[src/rtl/puf_engine_arbiter_if.sv]
// Bus bundle between two challenge requesters, the PUF mapping engine and the
// shared-engine arbiter. The arbiter connects through the slave modport and the
// environment (requesters, engine, status observers) through master.
interface puf_engine_arbiter_if #(
    parameter int unsigned IN_WIDTH  = 128,
    parameter int unsigned OUT_WIDTH = 16
);
    // requester 0
    logic                 req0_valid;
    logic [IN_WIDTH-1:0]  req0_challenge;
    logic                 req0_accept;
    logic                 rsp0_valid;
    logic [OUT_WIDTH-1:0] rsp0_data;
    logic                 rsp0_err;
    logic                 rsp0_ack;
    // requester 1
    logic                 req1_valid;
    logic [IN_WIDTH-1:0]  req1_challenge;
    logic                 req1_accept;
    logic                 rsp1_valid;
    logic [OUT_WIDTH-1:0] rsp1_data;
    logic                 rsp1_err;
    logic                 rsp1_ack;
    // mapping engine
    logic                 eng_trigger;
    logic [IN_WIDTH-1:0]  eng_dataIn;
    logic                 eng_done;
    logic [OUT_WIDTH-1:0] eng_dataOut;
    // status
    logic                 busy;
    logic                 grant_id;
    logic                 timeout_seen;

    modport slave (
        input  req0_valid, req0_challenge, rsp0_ack,
        input  req1_valid, req1_challenge, rsp1_ack,
        input  eng_done, eng_dataOut,
        output req0_accept, rsp0_valid, rsp0_data, rsp0_err,
        output req1_accept, rsp1_valid, rsp1_data, rsp1_err,
        output eng_trigger, eng_dataIn,
        output busy, grant_id, timeout_seen
    );

    modport master (
        output req0_valid, req0_challenge, rsp0_ack,
        output req1_valid, req1_challenge, rsp1_ack,
        output eng_done, eng_dataOut,
        input  req0_accept, rsp0_valid, rsp0_data, rsp0_err,
        input  req1_accept, rsp1_valid, rsp1_data, rsp1_err,
        input  eng_trigger, eng_dataIn,
        input  busy, grant_id, timeout_seen
    );
endinterface

[src/rtl/puf_engine_arbiter.sv]
// Two-requester round-robin arbiter in front of a single PUF mapping engine.
// One challenge in flight; the response is routed back to the owner and held
// until that owner acknowledges it.
// Optional feature: define PUF_ARB_TIMEOUT_EN to abort a WAIT_DONE that lasts
// TIMEOUT_CYCLES cycles (response data 0, per-requester err flag, sticky
// timeout_seen). Without it the arbiter waits for eng_done indefinitely.
module puf_engine_arbiter #(
    parameter int unsigned IN_WIDTH       = 128,
    parameter int unsigned OUT_WIDTH      = 16,
    parameter int unsigned TIMEOUT_CYCLES = 4096
) (
    input  logic                  clk,
    input  logic                  reset,
    puf_engine_arbiter_if.slave   bus
);
    localparam int unsigned CNT_W = 16;

    typedef enum logic [1:0] {
        S_IDLE      = 2'd0,
        S_ISSUE     = 2'd1,
        S_WAIT_DONE = 2'd2,
        S_RETURN    = 2'd3
    } state_t;

    state_t               r_state,        w_state;
    logic                 r_last_grant,   w_last_grant;
    logic                 r_grant_id,     w_grant_id;
    logic [IN_WIDTH-1:0]  r_data_in,      w_data_in;
    logic [OUT_WIDTH-1:0] r_rsp_data,     w_rsp_data;
    logic [1:0]           r_rsp_err,      w_rsp_err;
    logic [1:0]           r_rsp_valid,    w_rsp_valid;
    logic [1:0]           r_accept,       w_accept;
    logic                 r_trigger,      w_trigger;
    logic                 r_busy,         w_busy;
    logic                 r_timeout_seen, w_timeout_seen;
    logic [CNT_W-1:0]     r_cnt,          w_cnt;
    logic                 w_winner;
    logic                 w_owner_ack;

`ifdef PUF_ARB_TIMEOUT_EN
    localparam logic [CNT_W-1:0] TO_LAST = CNT_W'(TIMEOUT_CYCLES - 1);
`endif

    // State and output registers; the in-flight transaction is dropped on reset.
    always_ff @(posedge clk or negedge reset) begin
        if (!reset) begin
            r_state        <= S_IDLE;
            r_last_grant   <= 1'b1;
            r_grant_id     <= 1'b0;
            r_data_in      <= '0;
            r_rsp_data     <= '0;
            r_rsp_err      <= '0;
            r_rsp_valid    <= '0;
            r_accept       <= '0;
            r_trigger      <= 1'b0;
            r_busy         <= 1'b0;
            r_timeout_seen <= 1'b0;
            r_cnt          <= '0;
        end else begin
            r_state        <= w_state;
            r_last_grant   <= w_last_grant;
            r_grant_id     <= w_grant_id;
            r_data_in      <= w_data_in;
            r_rsp_data     <= w_rsp_data;
            r_rsp_err      <= w_rsp_err;
            r_rsp_valid    <= w_rsp_valid;
            r_accept       <= w_accept;
            r_trigger      <= w_trigger;
            r_busy         <= w_busy;
            r_timeout_seen <= w_timeout_seen;
            r_cnt          <= w_cnt;
        end
    end

    // Next-state and next-output logic; accept/trigger are computed as pulses.
    always_comb begin
        w_state        = r_state;
        w_last_grant   = r_last_grant;
        w_grant_id     = r_grant_id;
        w_data_in      = r_data_in;
        w_rsp_data     = r_rsp_data;
        w_rsp_err      = r_rsp_err;
        w_rsp_valid    = r_rsp_valid;
        w_accept       = '0;
        w_trigger      = 1'b0;
        w_timeout_seen = r_timeout_seen;
        w_cnt          = r_cnt;
        w_winner       = 1'b0;
        w_owner_ack    = r_grant_id ? bus.rsp1_ack : bus.rsp0_ack;

        case (r_state)
            S_IDLE: begin
                if (bus.req0_valid || bus.req1_valid) begin
                    // Contention goes to whoever was not served last.
                    if (bus.req0_valid && bus.req1_valid) begin
                        w_winner = ~r_last_grant;
                    end else begin
                        w_winner = bus.req1_valid;
                    end
                    w_data_in          = w_winner ? bus.req1_challenge : bus.req0_challenge;
                    w_grant_id         = w_winner;
                    w_last_grant       = w_winner;
                    w_accept[w_winner] = 1'b1;
                    w_trigger          = 1'b1;
                    w_state            = S_ISSUE;
                end
            end
            S_ISSUE: begin
                w_cnt   = '0;
                w_state = S_WAIT_DONE;
            end
            S_WAIT_DONE: begin
                if (bus.eng_done) begin
                    w_rsp_data              = bus.eng_dataOut;
                    w_rsp_err               = '0;
                    w_rsp_valid[r_grant_id] = 1'b1;
                    w_state                 = S_RETURN;
`ifdef PUF_ARB_TIMEOUT_EN
                end else if (r_cnt == TO_LAST) begin
                    w_rsp_data              = '0;
                    w_rsp_err               = '0;
                    w_rsp_err[r_grant_id]   = 1'b1;
                    w_rsp_valid[r_grant_id] = 1'b1;
                    w_timeout_seen          = 1'b1;
                    w_state                 = S_RETURN;
                end else begin
                    w_cnt = r_cnt + CNT_W'(1);
`endif
                end
            end
            S_RETURN: begin
                if (w_owner_ack) begin
                    w_rsp_valid = '0;
                    w_state     = S_IDLE;
                end
            end
            default: begin
                w_state = S_IDLE;
            end
        endcase

        w_busy = (w_state != S_IDLE);
    end

    // Registered outputs onto the bus.
    assign bus.req0_accept  = r_accept[0];
    assign bus.req1_accept  = r_accept[1];
    assign bus.rsp0_valid   = r_rsp_valid[0];
    assign bus.rsp1_valid   = r_rsp_valid[1];
    assign bus.rsp0_data    = r_rsp_data;
    assign bus.rsp1_data    = r_rsp_data;
    assign bus.rsp0_err     = r_rsp_err[0];
    assign bus.rsp1_err     = r_rsp_err[1];
    assign bus.eng_trigger  = r_trigger;
    assign bus.eng_dataIn   = r_data_in;
    assign bus.busy         = r_busy;
    assign bus.grant_id     = r_grant_id;
    assign bus.timeout_seen = r_timeout_seen;

endmodule
[src/flat_wrapper.sv]
// flat-port wrapper written by rule: the top's interface ports become plain ports
module puf_engine_arbiter_flat 
#(
    parameter int unsigned IN_WIDTH       = 128,
    parameter int unsigned OUT_WIDTH      = 16,
    parameter int unsigned TIMEOUT_CYCLES = 4096
)
  (clk, reset, bus_req0_valid, bus_req0_challenge, bus_rsp0_ack, bus_req1_valid, bus_req1_challenge, bus_rsp1_ack, bus_eng_done, bus_eng_dataOut, bus_req0_accept, bus_rsp0_valid, bus_rsp0_data, bus_rsp0_err, bus_req1_accept, bus_rsp1_valid, bus_rsp1_data, bus_rsp1_err, bus_eng_trigger, bus_eng_dataIn, bus_busy, bus_grant_id, bus_timeout_seen);
  puf_engine_arbiter_if #(.IN_WIDTH(IN_WIDTH), .OUT_WIDTH(OUT_WIDTH)) bus_i ();
  input  logic clk;
  input  logic reset;
  input wire logic [$bits(bus_i.req0_valid)-1:0] bus_req0_valid;
  input wire logic [$bits(bus_i.req0_challenge)-1:0] bus_req0_challenge;
  input wire logic [$bits(bus_i.rsp0_ack)-1:0] bus_rsp0_ack;
  input wire logic [$bits(bus_i.req1_valid)-1:0] bus_req1_valid;
  input wire logic [$bits(bus_i.req1_challenge)-1:0] bus_req1_challenge;
  input wire logic [$bits(bus_i.rsp1_ack)-1:0] bus_rsp1_ack;
  input wire logic [$bits(bus_i.eng_done)-1:0] bus_eng_done;
  input wire logic [$bits(bus_i.eng_dataOut)-1:0] bus_eng_dataOut;
  output wire logic [$bits(bus_i.req0_accept)-1:0] bus_req0_accept;
  output wire logic [$bits(bus_i.rsp0_valid)-1:0] bus_rsp0_valid;
  output wire logic [$bits(bus_i.rsp0_data)-1:0] bus_rsp0_data;
  output wire logic [$bits(bus_i.rsp0_err)-1:0] bus_rsp0_err;
  output wire logic [$bits(bus_i.req1_accept)-1:0] bus_req1_accept;
  output wire logic [$bits(bus_i.rsp1_valid)-1:0] bus_rsp1_valid;
  output wire logic [$bits(bus_i.rsp1_data)-1:0] bus_rsp1_data;
  output wire logic [$bits(bus_i.rsp1_err)-1:0] bus_rsp1_err;
  output wire logic [$bits(bus_i.eng_trigger)-1:0] bus_eng_trigger;
  output wire logic [$bits(bus_i.eng_dataIn)-1:0] bus_eng_dataIn;
  output wire logic [$bits(bus_i.busy)-1:0] bus_busy;
  output wire logic [$bits(bus_i.grant_id)-1:0] bus_grant_id;
  output wire logic [$bits(bus_i.timeout_seen)-1:0] bus_timeout_seen;
  assign bus_i.req0_valid = bus_req0_valid;
  assign bus_i.req0_challenge = bus_req0_challenge;
  assign bus_i.rsp0_ack = bus_rsp0_ack;
  assign bus_i.req1_valid = bus_req1_valid;
  assign bus_i.req1_challenge = bus_req1_challenge;
  assign bus_i.rsp1_ack = bus_rsp1_ack;
  assign bus_i.eng_done = bus_eng_done;
  assign bus_i.eng_dataOut = bus_eng_dataOut;
  assign bus_req0_accept = bus_i.req0_accept;
  assign bus_rsp0_valid = bus_i.rsp0_valid;
  assign bus_rsp0_data = bus_i.rsp0_data;
  assign bus_rsp0_err = bus_i.rsp0_err;
  assign bus_req1_accept = bus_i.req1_accept;
  assign bus_rsp1_valid = bus_i.rsp1_valid;
  assign bus_rsp1_data = bus_i.rsp1_data;
  assign bus_rsp1_err = bus_i.rsp1_err;
  assign bus_eng_trigger = bus_i.eng_trigger;
  assign bus_eng_dataIn = bus_i.eng_dataIn;
  assign bus_busy = bus_i.busy;
  assign bus_grant_id = bus_i.grant_id;
  assign bus_timeout_seen = bus_i.timeout_seen;
  puf_engine_arbiter #(.IN_WIDTH(IN_WIDTH), .OUT_WIDTH(OUT_WIDTH), .TIMEOUT_CYCLES(TIMEOUT_CYCLES)) u_core (.clk(clk), .reset(reset), .bus(bus_i));
endmodule
[config.mk]
export PLATFORM = sky130hd
export DESIGN_NAME = puf_engine_arbiter_flat
export DESIGN_NICKNAME = d
export VERILOG_FILES = /design/src/rtl/puf_engine_arbiter_if.sv /design/src/rtl/puf_engine_arbiter.sv /design/src/flat_wrapper.sv
export SDC_FILE = /design/constraint.sdc
export NUM_CORES = 1
export LEC_CHECK = 0
export ABC_AREA = 1
export ABC_CLOCK_PERIOD_IN_PS = 1200
export CAP_MARGIN = 15
export CORE_AREA = 5 5 169 171
export CTS_CLUSTER_DIAMETER = 120
export DETAILED_ROUTE_END_ITERATION = 12
export DIE_AREA = 0 0 174 176
export HOLD_SLACK_MARGIN = 0.1
export PLACE_DENSITY = 0.74
export SKIP_LAST_GASP = 1
export SYNTH_ARGS = -nofsm -noshare
export SYNTH_HDL_FRONTEND = slang
export SYNTH_SLANG_ARGS = --single-unit
[constraint.sdc]
create_clock -name clk -period 1.2 [get_ports clk]
set_input_delay 0.12 -clock clk [delete_from_list [all_inputs] [get_ports clk]]
set_output_delay 0.12 -clock clk [all_outputs]
set_load 0.01 [all_outputs]
==> results of run 1 <==
## path summary, 6_finish.rpt
path | from | endpoint | slack, ns | cells past startpoint
max | u_core.r_last_grant | u_core.bus.eng_dataIn[39] | -0.24 | 9
min | reset | u_core.bus.eng_dataIn[116] | 0.13 | 2
max reg2reg | u_core.r_last_grant | u_core.bus.eng_dataIn[39] | -0.24 | 9
min reg2reg | u_core.bus.eng_dataIn[53] | u_core.bus.eng_dataIn[53] | 0.47 | 2
max in group asynchronous | reset | u_core.bus.eng_dataIn[84] | 0.52 | 3
min in group clk | bus_eng_dataOut[14] | u_core.bus.rsp0_data[14] | 0.23 | 3
## power groups by stage
stage,logic (W),registers (W),clock network (W)
3_5_place_dp,0.0142,0.00904,0
3_3_place_gp,0.0140,0.00901,0
6_report,0.0142,0.00899,0.00556
4_1_cts,0.0140,0.00899,0.00569
2_1_floorplan,0.00530,0.00999,0
5_1_grt,0.0155,0.00927,0.00594
## cell type report
| type | count | area share |
|---|---|---|
| inverter | 19 | 0.00545 |
| timing repair buffer | 532 | 0.369 |
| clock buffer | 18 | 0.0313 |
| sequential | 154 | 0.275 |
| multi-input combinational | 840 | 0.278 |
| tap | 341 | 0.0305 |
| clock inverter | 13 | 0.0111 |
## state kept, by name (all words and copies together), names as in the netlist
signal                  cells
u_core.bus.busy             1
u_core.bus.eng_dataIn     128
u_core.bus.eng_trigger      1
u_core.bus.grant_id         1
u_core.bus.rsp0_data       16
u_core.r_accept             2
u_core.r_last_grant         1
u_core.r_rsp_valid          2
u_core.r_state              2
## per-stage QoR
step	setup slack [ns]	power, W
floorplan	-0.0215	0.0153
global route	-0.303	0.0307
global placement	-0.285	0.0230
finish	-0.238	0.0288
detailed placement	-0.330	0.0232
CTS	-0.179	0.0286
## cell usage after synthesis (all sizes together)
cell type	number	area share
nand3	128	0.083
conb	1	0.00048
inv	19	0.0092
o21ai	2	0.0013
nor2	6	0.0032
nand2	695	0.34
clkbuf	27	0.013
dfstp	1	0.0034
buf	65	0.050
dfrtp	153	0.49
nand3b	6	0.0058
## cells by family after synthesis
logic type,Yosys count,synth area share
buf+inv,111,0.0723
simple gates,835,0.428
compound gates,2,0.00129
flops,154,0.497
other cells,1,0.000484
## layout by cell type (no fill, tap or decap), drive strengths merged
master | synthesis | routed
nand2 | 695 | 695
clkdlybuf4s50 | 0 | 276
dfrtp | 153 | 153
clkbuf | 27 | 138
nand3 | 128 | 128
buf | 65 | 111
inv | 19 | 27
clkdlybuf4s15 | 0 | 24
nand3b | 6 | 6
nor2 | 6 | 6
conb | 1 | 3
clkinvlp | 0 | 3
bufinv | 0 | 2
o21ai | 2 | 2
dlygate4sd3 | 0 | 1
dfstp | 1 | 1
## repair_timing
item,CTS,global route
gates resized for setup,413,294
endpoints found under the hold margin,154,0
gates cloned,9,12
hold buffers,1,0
pin swaps,2,63
setup endpoints to repair,315,283
setup buffers,14,8
## per-layer routing
layer	global-route usage	vias up	wire, um	part of all wire
li1	-	4300	-	-
met1	0.237	4177	13400	0.39
met2	0.343	398	17300	0.51
met3	0.0606	56	2620	0.076
met4	0.0607	0	957	0.028
met5	0	-	0	0
==> impl_metrics.xml, run 1 <==
<?xml version="1.0" encoding="UTF-8"?>
<metrics>
  <group name="run_status">
    <metric name="status" unit="">complete, but fails checks</metric>
    <metric name="violated_checks" unit="">negative setup slack</metric>
  </group>
  <group name="clock_network">
    <metric name="clock_tree_from_tritoncts" unit="">done</metric>
    <metric name="ctsRootBufferMaster" unit="">clkbuf_16</metric>
    <metric name="clk_latency" unit="ns">0.42</metric>
    <metric name="cts_made_buffers" unit="">17</metric>
    <metric name="cts.clk_slew.worst_paths" unit="ns">0.07</metric>
    <metric name="h_tree_levels" unit="">4</metric>
    <metric name="clkSinkCount" unit="">154</metric>
    <metric name="cts_max_path_buffers" unit="">2</metric>
  </group>
  <group name="worst_setup_path">
    <metric name="crit_path_max_fanout" unit="">6</metric>
    <metric name="cpMaxStageDelayCell" unit="">dfstp_2</metric>
    <metric name="worst-setup-path-type" unit="">reg -&gt; reg</metric>
    <metric name="family_with_the_most_delay_on_the_worst_path" unit="">flip-flops</metric>
    <metric name="cp_num_buf_inv" unit="">3</metric>
    <metric name="critical_path_arrival" unit="ns">1.79</metric>
    <metric name="crit_path_start_kind" unit="">flip-flop</metric>
    <metric name="path_cells" unit="">nand2_4 &gt; nand2_8 &gt; buf_12 &gt; buf_12 &gt; buf_16 &gt; nand2_2 &gt; nand2_1 &gt; nand2_1 &gt; nand2_1</metric>
    <metric name="cpPeakStageDelay" unit="ns">0.55</metric>
    <metric name="crit_path_frequent_cell" unit="">nand2_1</metric>
    <metric name="cp.required" unit="ns">1.55</metric>
    <metric name="worst_setup_path_end_kind" unit="">flip-flop</metric>
  </group>
  <group name="final_layout">
    <metric name="finish.net_count" unit="">1843</metric>
    <metric name="finalCoreUtilization" unit="">0.524</metric>
    <metric name="areaGrowthSynthToFinish" unit="%">80.8</metric>
    <metric name="fin_cells" unit="">1917</metric>
    <metric name="postLayoutCellArea" unit="um^2">14000</metric>
    <metric name="multi_input_comb_area" unit="um^2">3890</metric>
    <metric name="num_antenna_cells" unit="">0</metric>
    <metric name="share_of_post_route_cells_with_drive_strength_above_1" unit="">0.251</metric>
    <metric name="register_area" unit="um^2">3850</metric>
    <metric name="fill_cells" unit="">2490</metric>
  </group>
  <group name="flow_run">
    <metric name="max_cap_viol_count" unit="">0</metric>
  </group>
  <group name="floorplanning">
    <metric name="die_area" unit="um^2">30600</metric>
    <metric name="io_pins" unit="">449</metric>
    <metric name="initial_core_util" unit="">0.290</metric>
    <metric name="die_h" unit="um">176</metric>
    <metric name="std_cell_rows" unit="">60</metric>
    <metric name="placeableCoreArea" unit="um^2">26700</metric>
    <metric name="fp.dieW" unit="um">174</metric>
  </group>
  <group name="sta">
    <metric name="final.setup.tns" unit="ns">-20.77</metric>
    <metric name="final.min_clock_period" unit="ns">1.44</metric>
    <metric name="timing_max_transition_violations_final" unit="">0</metric>
    <metric name="unrepaired_setup_endpoints_after_global_routing" unit="">yes</metric>
    <metric name="max_freq" unit="MHz">695</metric>
    <metric name="final-hold-violation-count" unit="">0</metric>
    <metric name="setup_slack_of_the_critical_path_after_layout" unit="ns">-0.238</metric>
    <metric name="finalSetupViolations" unit="">132</metric>
    <metric name="layout_worst_path_cycle_share" unit="">1.20</metric>
    <metric name="worst_clock_skew" unit="ns">0.0121</metric>
    <metric name="worst_hold_slack" unit="ns">0.126</metric>
  </group>
  <group name="route">
    <metric name="first_pass_iteration_count_of_the_detailed_router" unit="">5</metric>
    <metric name="drc_errors" unit="">0</metric>
    <metric name="wl" unit="mm">34.3</metric>
    <metric name="detail-route-antenna-nets" unit="">0</metric>
    <metric name="initialDrtViolationCount" unit="">537</metric>
    <metric name="wl_per_cell" unit="um">17.9</metric>
    <metric name="drt-vias-per-instance" unit="">4.66</metric>
    <metric name="route.vias.total" unit="">8931</metric>
  </group>
  <group name="global_routing">
    <metric name="antenna_found_initial" unit="">0</metric>
    <metric name="grt_util_all_layers" unit="">0.198</metric>
    <metric name="globalRouteOverflowTotal" unit="">0</metric>
    <metric name="via_count_of_the_first_global_routing_pass" unit="">8682</metric>
    <metric name="grt_first_pass_wirelength" unit="mm">48.4</metric>
    <metric name="maximum_number_of_pins_on_one_net_before_global_route_repair" unit="">69</metric>
  </group>
  <group name="logic_synthesis">
    <metric name="syn-cell-area" unit="um^2">7750</metric>
    <metric name="synth_area_per_cell" unit="um^2">7.03</metric>
    <metric name="ys_seq_area_frac" unit="">0.497</metric>
    <metric name="yosys_warns" unit="">0</metric>
    <metric name="synth.ff_latch_count" unit="">154</metric>
    <metric name="cells_after_synth" unit="">1103</metric>
    <metric name="synthDistinctLibCells" unit="">15</metric>
  </group>
  <group name="power_and_ir_drop">
    <metric name="share_seq_of_total_power" unit="">0.313</metric>
    <metric name="switch_share" unit="">0.402</metric>
    <metric name="power_per_cell_area" unit="nW/um^2">2050</metric>
    <metric name="power.share.combinational" unit="">0.494</metric>
    <metric name="share_clk_of_total_power" unit="">0.193</metric>
    <metric name="netSwitchingPower" unit="W">0.0116</metric>
    <metric name="leakagePower" unit="nW">7.38</metric>
    <metric name="p_int" unit="W">0.0172</metric>
    <metric name="peakVddDrop" unit="uV">1110</metric>
  </group>
  <group name="placed_design">
    <metric name="placed_cell_count" unit="">1843</metric>
    <metric name="io_buffer_count" unit="">445</metric>
    <metric name="gpl.final_weighted_congestion" unit="">0.826</metric>
    <metric name="postPlaceCellArea" unit="um^2">12700</metric>
    <metric name="place.detailed.hpwl" unit="mm">22.2</metric>
  </group>
  <group name="worst_hold_path">
    <metric name="holdCritPathClass" unit="">in -&gt; async</metric>
  </group>
</metrics>
Power figures use the tool's default switching activity.
==> run 2, diff against run 1 <==
HOLD_SLACK_MARGIN = 0.03   (was 0.1)
==> results of run 2 <==
Final layout, timing and power as in run 1 (identical DEF).
